**src/rtl/mac_link_test_ctrl_if.sv**
```systemverilog
// Control/status bundle between the 25GE loopback test sequencer and the MAC,
// GT and packet generator/checker around it.
interface mac_link_test_ctrl_if #(
    parameter int CNT_W = 32
);
    logic             rx_gt_locked;
    logic             rx_block_lock;
    logic             restart_req;
    logic             tx_done;
    logic [CNT_W-1:0] tx_pkt_cnt;
    logic [CNT_W-1:0] rx_pkt_cnt;
    logic [CNT_W-1:0] tx_byte_cnt;
    logic [CNT_W-1:0] rx_byte_cnt;
    logic             bit_err;
    logic             lbus_proto_err;
    logic             gt_reset_out;
    logic             restart_tx_rx;
    logic             link_up;
    logic [4:0]       completion_status;
    logic [1:0]       retry_cnt;

    // Sequencer side
    modport master (
        input  rx_gt_locked, rx_block_lock, restart_req, tx_done,
        input  tx_pkt_cnt, rx_pkt_cnt, tx_byte_cnt, rx_byte_cnt,
        input  bit_err, lbus_proto_err,
        output gt_reset_out, restart_tx_rx, link_up, completion_status, retry_cnt
    );

    // MAC / GT / generator-checker side
    modport slave (
        output rx_gt_locked, rx_block_lock, restart_req, tx_done,
        output tx_pkt_cnt, rx_pkt_cnt, tx_byte_cnt, rx_byte_cnt,
        output bit_err, lbus_proto_err,
        input  gt_reset_out, restart_tx_rx, link_up, completion_status, retry_cnt
    );
endinterface

```
**src/rtl/mac_link_test_ctrl.sv**
```systemverilog
// Loopback test sequencer for the single-lane 25GE MAC: brings the GT up with
// lock-timeout retries, runs one generator burst and grades it from the counters.
module mac_link_test_ctrl #(
    parameter int RESET_CYC   = 20,
    parameter int LOCK_TMO_W  = 21,
    parameter int TX_TMO_CYC  = 4194304,
    parameter int RESTART_CYC = 10,
    parameter int DRAIN_CYC   = 1024,
    parameter int MAX_RETRY   = 3
) (
    input  logic                    dclk,
    input  logic                    sys_reset,
    mac_link_test_ctrl_if.master    bus
);

    function automatic int max_i(input int a, input int b);
        return (a > b) ? a : b;
    endfunction

    // The one timer must reach the lock-timeout bit and every cycle budget.
    localparam int TMR_W = max_i(max_i(LOCK_TMO_W, $clog2(TX_TMO_CYC + 1)),
                                 max_i($clog2(DRAIN_CYC + 1),
                                       max_i($clog2(RESET_CYC + 1), $clog2(RESTART_CYC + 1))));

    localparam logic [TMR_W-1:0] RESET_LAST   = TMR_W'(RESET_CYC - 1);
    localparam logic [TMR_W-1:0] RESTART_LAST = TMR_W'(RESTART_CYC - 1);
    localparam logic [TMR_W-1:0] DRAIN_LAST   = TMR_W'(DRAIN_CYC - 1);
    localparam logic [TMR_W-1:0] TX_TMO       = TMR_W'(TX_TMO_CYC);
    localparam logic [1:0]       MAX_RETRY_V  = 2'(MAX_RETRY);

    localparam logic [4:0] STS_NONE      = 5'd0;
    localparam logic [4:0] STS_PASS      = 5'd1;
    localparam logic [4:0] STS_LOCK_TMO  = 5'd2;
    localparam logic [4:0] STS_LINK_LOST = 5'd4;
    localparam logic [4:0] STS_TX_TMO    = 5'd10;
    localparam logic [4:0] STS_NO_TX     = 5'd11;
    localparam logic [4:0] STS_PKT_MIS   = 5'd12;
    localparam logic [4:0] STS_BYTE_MIS  = 5'd13;
    localparam logic [4:0] STS_PROTO     = 5'd14;
    localparam logic [4:0] STS_BIT_ERR   = 5'd15;
    localparam logic [4:0] STS_RESET     = 5'h1F;

    typedef enum logic [3:0] {
        ST_RST_HOLD = 4'd0,
        ST_WAIT_GT  = 4'd1,
        ST_WAIT_BLK = 4'd2,
        ST_START    = 4'd3,
        ST_RUN      = 4'd4,
        ST_DRAIN    = 4'd5,
        ST_CHECK    = 4'd6,
        ST_DONE     = 4'd7,
        ST_FAIL     = 4'd8
    } state_t;

    state_t             state_r;
    state_t             state_nxt;
    logic               gt_meta_r;
    logic               blk_meta_r;
    logic               rx_gt_locked_s;
    logic               rx_block_lock_s;
    logic [TMR_W-1:0]   timer_r;
    logic [TMR_W-1:0]   timer_nxt;
    logic               proto_err_r;
    logic               proto_nxt;
    logic               lock_tmo_s;
    logic               retry_left_s;
    logic [4:0]         check_code_s;
    logic               gt_reset_out_r;
    logic               restart_tx_rx_r;
    logic               link_up_r;
    logic [4:0]         status_r;
    logic [1:0]         retry_cnt_r;
    logic               gt_reset_nxt;
    logic               restart_nxt;
    logic               link_up_nxt;
    logic [4:0]         status_nxt;
    logic [1:0]         retry_nxt;

    assign lock_tmo_s   = timer_r[LOCK_TMO_W-1];
    assign retry_left_s = (retry_cnt_r < MAX_RETRY_V);

    // Two-flop synchronisers for the asynchronous lock indications
    always_ff @(posedge dclk or posedge sys_reset) begin
        if (sys_reset) begin
            gt_meta_r       <= 1'b0;
            blk_meta_r      <= 1'b0;
            rx_gt_locked_s  <= 1'b0;
            rx_block_lock_s <= 1'b0;
        end else begin
            gt_meta_r       <= bus.rx_gt_locked;
            blk_meta_r      <= bus.rx_block_lock;
            rx_gt_locked_s  <= gt_meta_r;
            rx_block_lock_s <= blk_meta_r;
        end
    end

    // FSM state register
    always_ff @(posedge dclk or posedge sys_reset) begin
        if (sys_reset) begin
            state_r <= ST_RST_HOLD;
        end else begin
            state_r <= state_nxt;
        end
    end

    // FSM next-state logic
    always_comb begin
        state_nxt = state_r;
        case (state_r)
            ST_RST_HOLD: begin
                if (timer_r == RESET_LAST) state_nxt = ST_WAIT_GT;
                else                       state_nxt = ST_RST_HOLD;
            end
            ST_WAIT_GT: begin
                if (rx_gt_locked_s)   state_nxt = ST_WAIT_BLK;
                else if (lock_tmo_s)  state_nxt = retry_left_s ? ST_RST_HOLD : ST_FAIL;
                else                  state_nxt = ST_WAIT_GT;
            end
            ST_WAIT_BLK: begin
                if (rx_block_lock_s)      state_nxt = ST_START;
                else if (lock_tmo_s)      state_nxt = retry_left_s ? ST_RST_HOLD : ST_FAIL;
                else if (!rx_gt_locked_s) state_nxt = ST_WAIT_GT;
                else                      state_nxt = ST_WAIT_BLK;
            end
            ST_START: begin
                if (timer_r == RESTART_LAST) state_nxt = ST_RUN;
                else                         state_nxt = ST_START;
            end
            ST_RUN: begin
                // Link loss wins over a tx_done in the same cycle.
                if (!rx_block_lock_s)      state_nxt = ST_FAIL;
                else if (bus.tx_done)      state_nxt = ST_DRAIN;
                else if (timer_r == TX_TMO) state_nxt = ST_FAIL;
                else                       state_nxt = ST_RUN;
            end
            ST_DRAIN: begin
                if (!rx_block_lock_s)        state_nxt = ST_FAIL;
                else if (timer_r == DRAIN_LAST) state_nxt = ST_CHECK;
                else                         state_nxt = ST_DRAIN;
            end
            ST_CHECK: begin
                state_nxt = ST_DONE;
            end
            ST_DONE: begin
                if (bus.restart_req) state_nxt = rx_block_lock_s ? ST_START : ST_WAIT_BLK;
                else                 state_nxt = ST_DONE;
            end
            ST_FAIL: begin
                if (bus.restart_req) state_nxt = ST_RST_HOLD;
                else                 state_nxt = ST_FAIL;
            end
            default: begin
                state_nxt = ST_RST_HOLD;
            end
        endcase
    end

    // Burst grading, first match wins
    always_comb begin
        if (proto_err_r)                                 check_code_s = STS_PROTO;
        else if (bus.tx_pkt_cnt == '0)                   check_code_s = STS_NO_TX;
        else if (bus.tx_pkt_cnt != bus.rx_pkt_cnt)       check_code_s = STS_PKT_MIS;
        else if (bus.tx_byte_cnt != bus.rx_byte_cnt)     check_code_s = STS_BYTE_MIS;
        else if (bus.bit_err)                            check_code_s = STS_BIT_ERR;
        else                                             check_code_s = STS_PASS;
    end

    // Timer and protocol-error latch; WAIT_BLK falling back to WAIT_GT keeps the timer running
    always_comb begin
        if ((state_nxt != state_r) &&
            !((state_r == ST_WAIT_BLK) && (state_nxt == ST_WAIT_GT))) begin
            timer_nxt = '0;
        end else if (&timer_r) begin
            timer_nxt = timer_r;
        end else begin
            timer_nxt = timer_r + TMR_W'(1);
        end

        if (state_r == ST_START)      proto_nxt = 1'b0;
        else if (bus.lbus_proto_err)  proto_nxt = 1'b1;
        else                          proto_nxt = proto_err_r;
    end

    // Datapath registers
    always_ff @(posedge dclk or posedge sys_reset) begin
        if (sys_reset) begin
            timer_r     <= '0;
            proto_err_r <= 1'b0;
        end else begin
            timer_r     <= timer_nxt;
            proto_err_r <= proto_nxt;
        end
    end

    // FSM output logic, decoded from the next state so registered outputs align with it
    always_comb begin
        gt_reset_nxt = (state_nxt == ST_RST_HOLD);
        restart_nxt  = (state_nxt == ST_START);
        if ((state_nxt == ST_RUN) || (state_nxt == ST_DRAIN) ||
            (state_nxt == ST_CHECK) || (state_nxt == ST_DONE)) begin
            link_up_nxt = rx_block_lock_s;
        end else begin
            link_up_nxt = 1'b0;
        end
        status_nxt = status_r;
        retry_nxt  = retry_cnt_r;
        case (state_r)
            ST_RST_HOLD: begin
                status_nxt = STS_NONE;
            end
            ST_WAIT_GT, ST_WAIT_BLK: begin
                if (state_nxt == ST_RST_HOLD)  retry_nxt  = retry_cnt_r + 2'd1;
                else if (state_nxt == ST_FAIL) status_nxt = STS_LOCK_TMO;
                else                           status_nxt = status_r;
            end
            ST_RUN: begin
                if (state_nxt == ST_FAIL) status_nxt = rx_block_lock_s ? STS_TX_TMO : STS_LINK_LOST;
                else                      status_nxt = status_r;
            end
            ST_DRAIN: begin
                if (state_nxt == ST_FAIL) status_nxt = STS_LINK_LOST;
                else                      status_nxt = status_r;
            end
            ST_CHECK: begin
                status_nxt = check_code_s;
            end
            ST_DONE: begin
                if (state_nxt != ST_DONE) status_nxt = STS_NONE;
                else                      status_nxt = status_r;
            end
            ST_FAIL: begin
                if (state_nxt != ST_FAIL) begin
                    status_nxt = STS_NONE;
                    retry_nxt  = 2'd0;
                end else begin
                    status_nxt = status_r;
                end
            end
            default: begin
                status_nxt = STS_NONE;
                retry_nxt  = 2'd0;
            end
        endcase
    end

    // Output registers
    always_ff @(posedge dclk or posedge sys_reset) begin
        if (sys_reset) begin
            gt_reset_out_r  <= 1'b1;
            restart_tx_rx_r <= 1'b0;
            link_up_r       <= 1'b0;
            status_r        <= STS_RESET;
            retry_cnt_r     <= 2'd0;
        end else begin
            gt_reset_out_r  <= gt_reset_nxt;
            restart_tx_rx_r <= restart_nxt;
            link_up_r       <= link_up_nxt;
            status_r        <= status_nxt;
            retry_cnt_r     <= retry_nxt;
        end
    end

    assign bus.gt_reset_out      = gt_reset_out_r;
    assign bus.restart_tx_rx     = restart_tx_rx_r;
    assign bus.link_up           = link_up_r;
    assign bus.completion_status = status_r;
    assign bus.retry_cnt         = retry_cnt_r;

endmodule

```
**src/flat_wrapper.sv**
```systemverilog
// flat-port wrapper written by rule: the top's interface ports become plain ports
module mac_link_test_ctrl_flat 
#(
    parameter int RESET_CYC   = 20,
    parameter int LOCK_TMO_W  = 21,
    parameter int TX_TMO_CYC  = 4194304,
    parameter int RESTART_CYC = 10,
    parameter int DRAIN_CYC   = 1024,
    parameter int MAX_RETRY   = 3
)
  (dclk, sys_reset, bus_rx_gt_locked, bus_rx_block_lock, bus_restart_req, bus_tx_done, bus_tx_pkt_cnt, bus_rx_pkt_cnt, bus_tx_byte_cnt, bus_rx_byte_cnt, bus_bit_err, bus_lbus_proto_err, bus_gt_reset_out, bus_restart_tx_rx, bus_link_up, bus_completion_status, bus_retry_cnt);
  mac_link_test_ctrl_if #(.CNT_W(32)) bus_i ();
  input  logic dclk;
  input  logic sys_reset;
  input wire logic [$bits(bus_i.rx_gt_locked)-1:0] bus_rx_gt_locked;
  input wire logic [$bits(bus_i.rx_block_lock)-1:0] bus_rx_block_lock;
  input wire logic [$bits(bus_i.restart_req)-1:0] bus_restart_req;
  input wire logic [$bits(bus_i.tx_done)-1:0] bus_tx_done;
  input wire logic [$bits(bus_i.tx_pkt_cnt)-1:0] bus_tx_pkt_cnt;
  input wire logic [$bits(bus_i.rx_pkt_cnt)-1:0] bus_rx_pkt_cnt;
  input wire logic [$bits(bus_i.tx_byte_cnt)-1:0] bus_tx_byte_cnt;
  input wire logic [$bits(bus_i.rx_byte_cnt)-1:0] bus_rx_byte_cnt;
  input wire logic [$bits(bus_i.bit_err)-1:0] bus_bit_err;
  input wire logic [$bits(bus_i.lbus_proto_err)-1:0] bus_lbus_proto_err;
  output wire logic [$bits(bus_i.gt_reset_out)-1:0] bus_gt_reset_out;
  output wire logic [$bits(bus_i.restart_tx_rx)-1:0] bus_restart_tx_rx;
  output wire logic [$bits(bus_i.link_up)-1:0] bus_link_up;
  output wire logic [$bits(bus_i.completion_status)-1:0] bus_completion_status;
  output wire logic [$bits(bus_i.retry_cnt)-1:0] bus_retry_cnt;
  assign bus_i.rx_gt_locked = bus_rx_gt_locked;
  assign bus_i.rx_block_lock = bus_rx_block_lock;
  assign bus_i.restart_req = bus_restart_req;
  assign bus_i.tx_done = bus_tx_done;
  assign bus_i.tx_pkt_cnt = bus_tx_pkt_cnt;
  assign bus_i.rx_pkt_cnt = bus_rx_pkt_cnt;
  assign bus_i.tx_byte_cnt = bus_tx_byte_cnt;
  assign bus_i.rx_byte_cnt = bus_rx_byte_cnt;
  assign bus_i.bit_err = bus_bit_err;
  assign bus_i.lbus_proto_err = bus_lbus_proto_err;
  assign bus_gt_reset_out = bus_i.gt_reset_out;
  assign bus_restart_tx_rx = bus_i.restart_tx_rx;
  assign bus_link_up = bus_i.link_up;
  assign bus_completion_status = bus_i.completion_status;
  assign bus_retry_cnt = bus_i.retry_cnt;
  mac_link_test_ctrl #(.RESET_CYC(RESET_CYC), .LOCK_TMO_W(LOCK_TMO_W), .TX_TMO_CYC(TX_TMO_CYC), .RESTART_CYC(RESTART_CYC), .DRAIN_CYC(DRAIN_CYC), .MAX_RETRY(MAX_RETRY)) u_core (.dclk(dclk), .sys_reset(sys_reset), .bus(bus_i));
endmodule
```
**config.mk**
```make
export PLATFORM = sky130hd
export DESIGN_NAME = mac_link_test_ctrl_flat
export DESIGN_NICKNAME = d
export VERILOG_FILES = /design/src/rtl/mac_link_test_ctrl_if.sv /design/src/rtl/mac_link_test_ctrl.sv /design/src/flat_wrapper.sv
export SDC_FILE = /design/constraint.sdc
export NUM_CORES = 1
export LEC_CHECK = 0
export CORE_MARGIN = 2
export CORE_UTILIZATION = 44
export CTS_CLUSTER_SIZE = 14
export DETAILED_ROUTE_END_ITERATION = 12
export PLACE_DENSITY = 0.89
export RECOVER_POWER = 100
export SYNTH_ARGS = -nofsm -noshare
export SYNTH_HDL_FRONTEND = slang
export SYNTH_SLANG_ARGS = --single-unit
```
**constraint.sdc**
```tcl
create_clock -name dclk -period 6.9 [get_ports dclk]
set_clock_uncertainty 0.15 [all_clocks]
set_input_delay 1.38 -clock dclk [delete_from_list [all_inputs] [get_ports dclk]]
set_output_delay 1.38 -clock dclk [all_outputs]
set_load 0.05 [all_outputs]
```
==> flow_summary.json <==
{
  "leakagePower_nw": 1.99,
  "synth_edf_count": 0,
  "cp_top_family": "buffers and inverters",
  "numCtsBuffers": 5,
  "syn_area_um2": 3580,
  "cts_hold_buf": 0,
  "ctsResizeCount": 0,
  "final-setup-viol-count": 0,
  "fin_crit_sh_pct": 64.3,
  "hold_class": "flip-flop to flip-flop",
  "synth_flop_cell": "dfrtp_1",
  "fin_util_pct": 64.8,
  "grtUsageTotal_pct": 25.4,
  "area_delta_synth_final_pct": 41.3,
  "path_cells": "dlygate4sd3_1, or4b_2, a21oi_1, a211o_1, a21boi_0, o2111a_1, a21oi_1, clkbuf_1, nor4_1",
  "hpwl_mm": 8.83,
  "async_flop_share_pct": 100,
  "dieArea_um2": 8870,
  "status": "finished, violations left",
  "path_class": "primary input to flip-flop",
  "h-tree-depth": 2,
  "start_util_pct": 45.8,
  "powerDensity_nw_per_um2": 207,
  "drive_gt1_share_pct": 6.04,
  "vias_per_cell": 5.70,
  "die_height_um": 94.2,
  "wl_per_cell_um": 17.8,
  "num_rows": 32,
  "clkTransAtPathRegs_ps": 80,
  "violations": "capacitance limit, slew limit",
  "cp-end-kind": "flip-flop",
  "path_buf_inv": 2,
  "startpoint_type": "primary input",
  "die_x_um": 94.2,
  "clock_path_buffers": 2,
  "period_minus_slack_ps": 4430,
  "grt_overflow": 0,
  "crit_slowest_cell": "clkbuf_1",
  "final_antenna_net_count": 0,
  "nets": 669,
  "drv_slew": 43,
  "crit_arrival_ps": 4410,
  "cts_tree": "done",
  "drc": 0,
  "timing.slew.headroom_pct": -45.0,
  "worstMarginPinSlew_ps": 2170,
  "io_buffers": 145,
  "drtPass1Iterations": 5,
  "post_cts_buffers": 0,
  "cts_sinks": 42,
  "drt_iter0_drc": 267,
  "cts-root-buf": "clkbuf_8",
  "crit_fanout": 20,
  "antenna_found_initial": 0,
  "worstHoldStart": "u_core.blk_meta_r$_DFF_PP0_",
  "io_pins": 146,
  "cp_common_cell": "a21oi_1",
  "ys_warn_count": 0,
  "setup_tns_ps": 0,
  "fmax_mhz": 226,
  "slowest_delay_ps": 820,
  "grt_pass1_wl_mm": 17.7,
  "critPathLaunch": "bus_restart_req",
  "vdd_drop_max_mv": 0.230,
  "grt_pass1_vias": 3556,
  "drt_wl_total_mm": 11.2,
  "grt_max_degree": 43,
  "ff2ff_setup_slack_ps": 3000,
  "drv_cap": 1,
  "synth_cells": 389,
  "nFillCells": 654,
  "syn_avg_cell_area_um2": 9.20,
  "timing.rr.start": "u_core.state_r[1]$_DFF_PP0_",
  "gp_congestion": 0.910,
  "core_um2": 7810,
  "diodes": 0,
  "yosysUniqueCellTypes": 61,
  "rsz0062_at_grt": "false",
  "ys_ff_latch": 42,
  "finalHoldViolations": 0,
  "seq_area_frac_synth_pct": 29.6,
  "crit_required_ps": 6870,
  "num_vias": 3605,
  "syn_nets": 529,
  "clk_latency_ps": 300
}
==> cell families after synthesis <==
logic type | count (synthesis) | synth area share (%)
mux | 4 | 1.54
compound gates | 45 | 9.72
flops | 42 | 29.6
simple gates | 184 | 33.7
xor+xnor | 82 | 20.1
fa+ha+maj | 4 | 1.40
buf+inv | 28 | 3.99
==> synth_stat cells (all sizes together), types with 2 or more instances <==
cell type | n | area share (%)
a211o | 2 | 0.73
a21o | 2 | 0.42
a21oi | 9 | 1.4
a221o | 2 | 0.56
a2bb2oi | 3 | 0.73
a311oi | 2 | 0.49
a31oi | 2 | 0.35
and2 | 6 | 1.0
and3 | 10 | 1.7
buf | 10 | 2.1
clkbuf | 6 | 0.63
dfrtp | 36 | 25
dfstp | 6 | 4.4
ha | 4 | 1.4
inv | 11 | 1.2
mux2 | 3 | 1.3
nand2 | 21 | 2.2
nand2b | 3 | 0.52
nand3 | 13 | 1.8
nand3b | 2 | 0.42
nand4 | 16 | 3.0
nand4b | 3 | 0.73
nor2 | 26 | 2.8
nor2b | 5 | 0.87
nor3 | 12 | 2.0
nor3b | 7 | 1.5
nor4 | 50 | 13
o211ai | 3 | 0.63
o21a | 2 | 0.42
o21ai | 8 | 1.1
o31ai | 2 | 0.80
o32ai | 2 | 0.49
or2 | 2 | 0.35
or4 | 4 | 1.0
xnor2 | 10 | 2.4
xor2 | 72 | 18
==> cell type report <==
| cell class | instances | area [um2] | share of cell area, % |
|---|---|---|---|
| timing repair buffer | 149 | 1470 | 29.1 |
| multi-input combinational | 319 | 2260 | 44.6 |
| inverter | 12 | 46.3 | 0.915 |
| sequential | 42 | 1060 | 20.9 |
| tap | 102 | 128 | 2.52 |
| clock inverter | 2 | 12.5 | 0.247 |
| clock buffer | 6 | 82.6 | 1.63 |
==> state kept, by name, summed over array words and instances, names as in the netlist <==
register and count:
u_core.bus.gt_reset_out 1, u_core.gt_meta_r 1, u_core.bus.link_up 1, u_core.timer_r 23
u_core.rx_gt_locked_s 1, u_core.bus.restart_tx_rx 1, u_core.proto_err_r 1, u_core.bus.retry_cnt 2
u_core.bus.completion_status 5, u_core.rx_block_lock_s 1, u_core.blk_meta_r 1, u_core.state_r 4
==> metal layers <==
metal  vias up  routed length [um]  track usage (%)
met5         -                   0                0
met4         0                 226             7.61
met1      1729                4600             31.4
met2       140                5690             44.3
met3        22                 733             5.38
li1       1714                   -                -
==> where the power goes <==
part	internal (mW)	total [mW]	switching [mW]	leakage (nW)
logic	0.219	0.545	0.326	1.40
registers	0.278	0.335	0.0566	0.545
clock network	0.0805	0.169	0.0881	0.0472
==> worst paths after layout <==
path                                                          to  depth (start not counted)
worst max-delay path              u_core.timer_r[21]$_DFFE_PP0P_                          9
worst min-delay path            u_core.rx_block_lock_s$_DFF_PP0_                          0
worst max register to register    u_core.timer_r[21]$_DFFE_PP0P_                          8
worst min register to register  u_core.rx_block_lock_s$_DFF_PP0_                          0
max in group asynchronous           u_core.bus.link_up$_DFF_PP0_                          3
min in group asynchronous        u_core.rx_gt_locked_s$_DFF_PP0_                          3
==> stage by stage <==
stage | std cells | hold slack [ps] | power (mW) | setup slack (ps) | instance area, um2
6_report | 632 | 201 | 1.05 | 2470 | 5060
5_1_grt | 632 | 212 | 1.10 | 2380 | 5060
4_1_cts | 632 | 204 | 1.12 | 3230 | 5190
3_5_place_dp | 624 | 185 | 0.945 | 2910 | 5100
3_3_place_gp | 624 | 182 | 0.931 | 2990 | 5100
2_1_floorplan | 389 | 181 | 0.777 | 3700 | 3580
==> worst register-to-register path, cell delays in order, from the launching register on <==
cell,delay [ps]
dfrtp_1,810
nor2_1,160
and3_1,310
a221o_1,380
or3_1,430
and3_1,270
a21oi_1,200
clkbuf_1,820
nor4_1,200
==> cells in the final DEF, fill, tap and decap left out, types with 6 or more instances in the layout <==
cell type	instances
clkdlybuf4s50_1	129
xor2_1	72
nor4_1	44
dfrtp_1	36
nor2_1	25
nand2_1	21
nand4_1	16
dlygate4sd3_1	16
nand3_1	13
inv_1	11
nor3_1	11
and3_1	10
xnor2_1	10
a21oi_1	9
o21ai_0	8
nor3b_1	7
clkbuf_8	6
dfstp_2	6
Note: power is estimated with default switching activity, not from simulation.
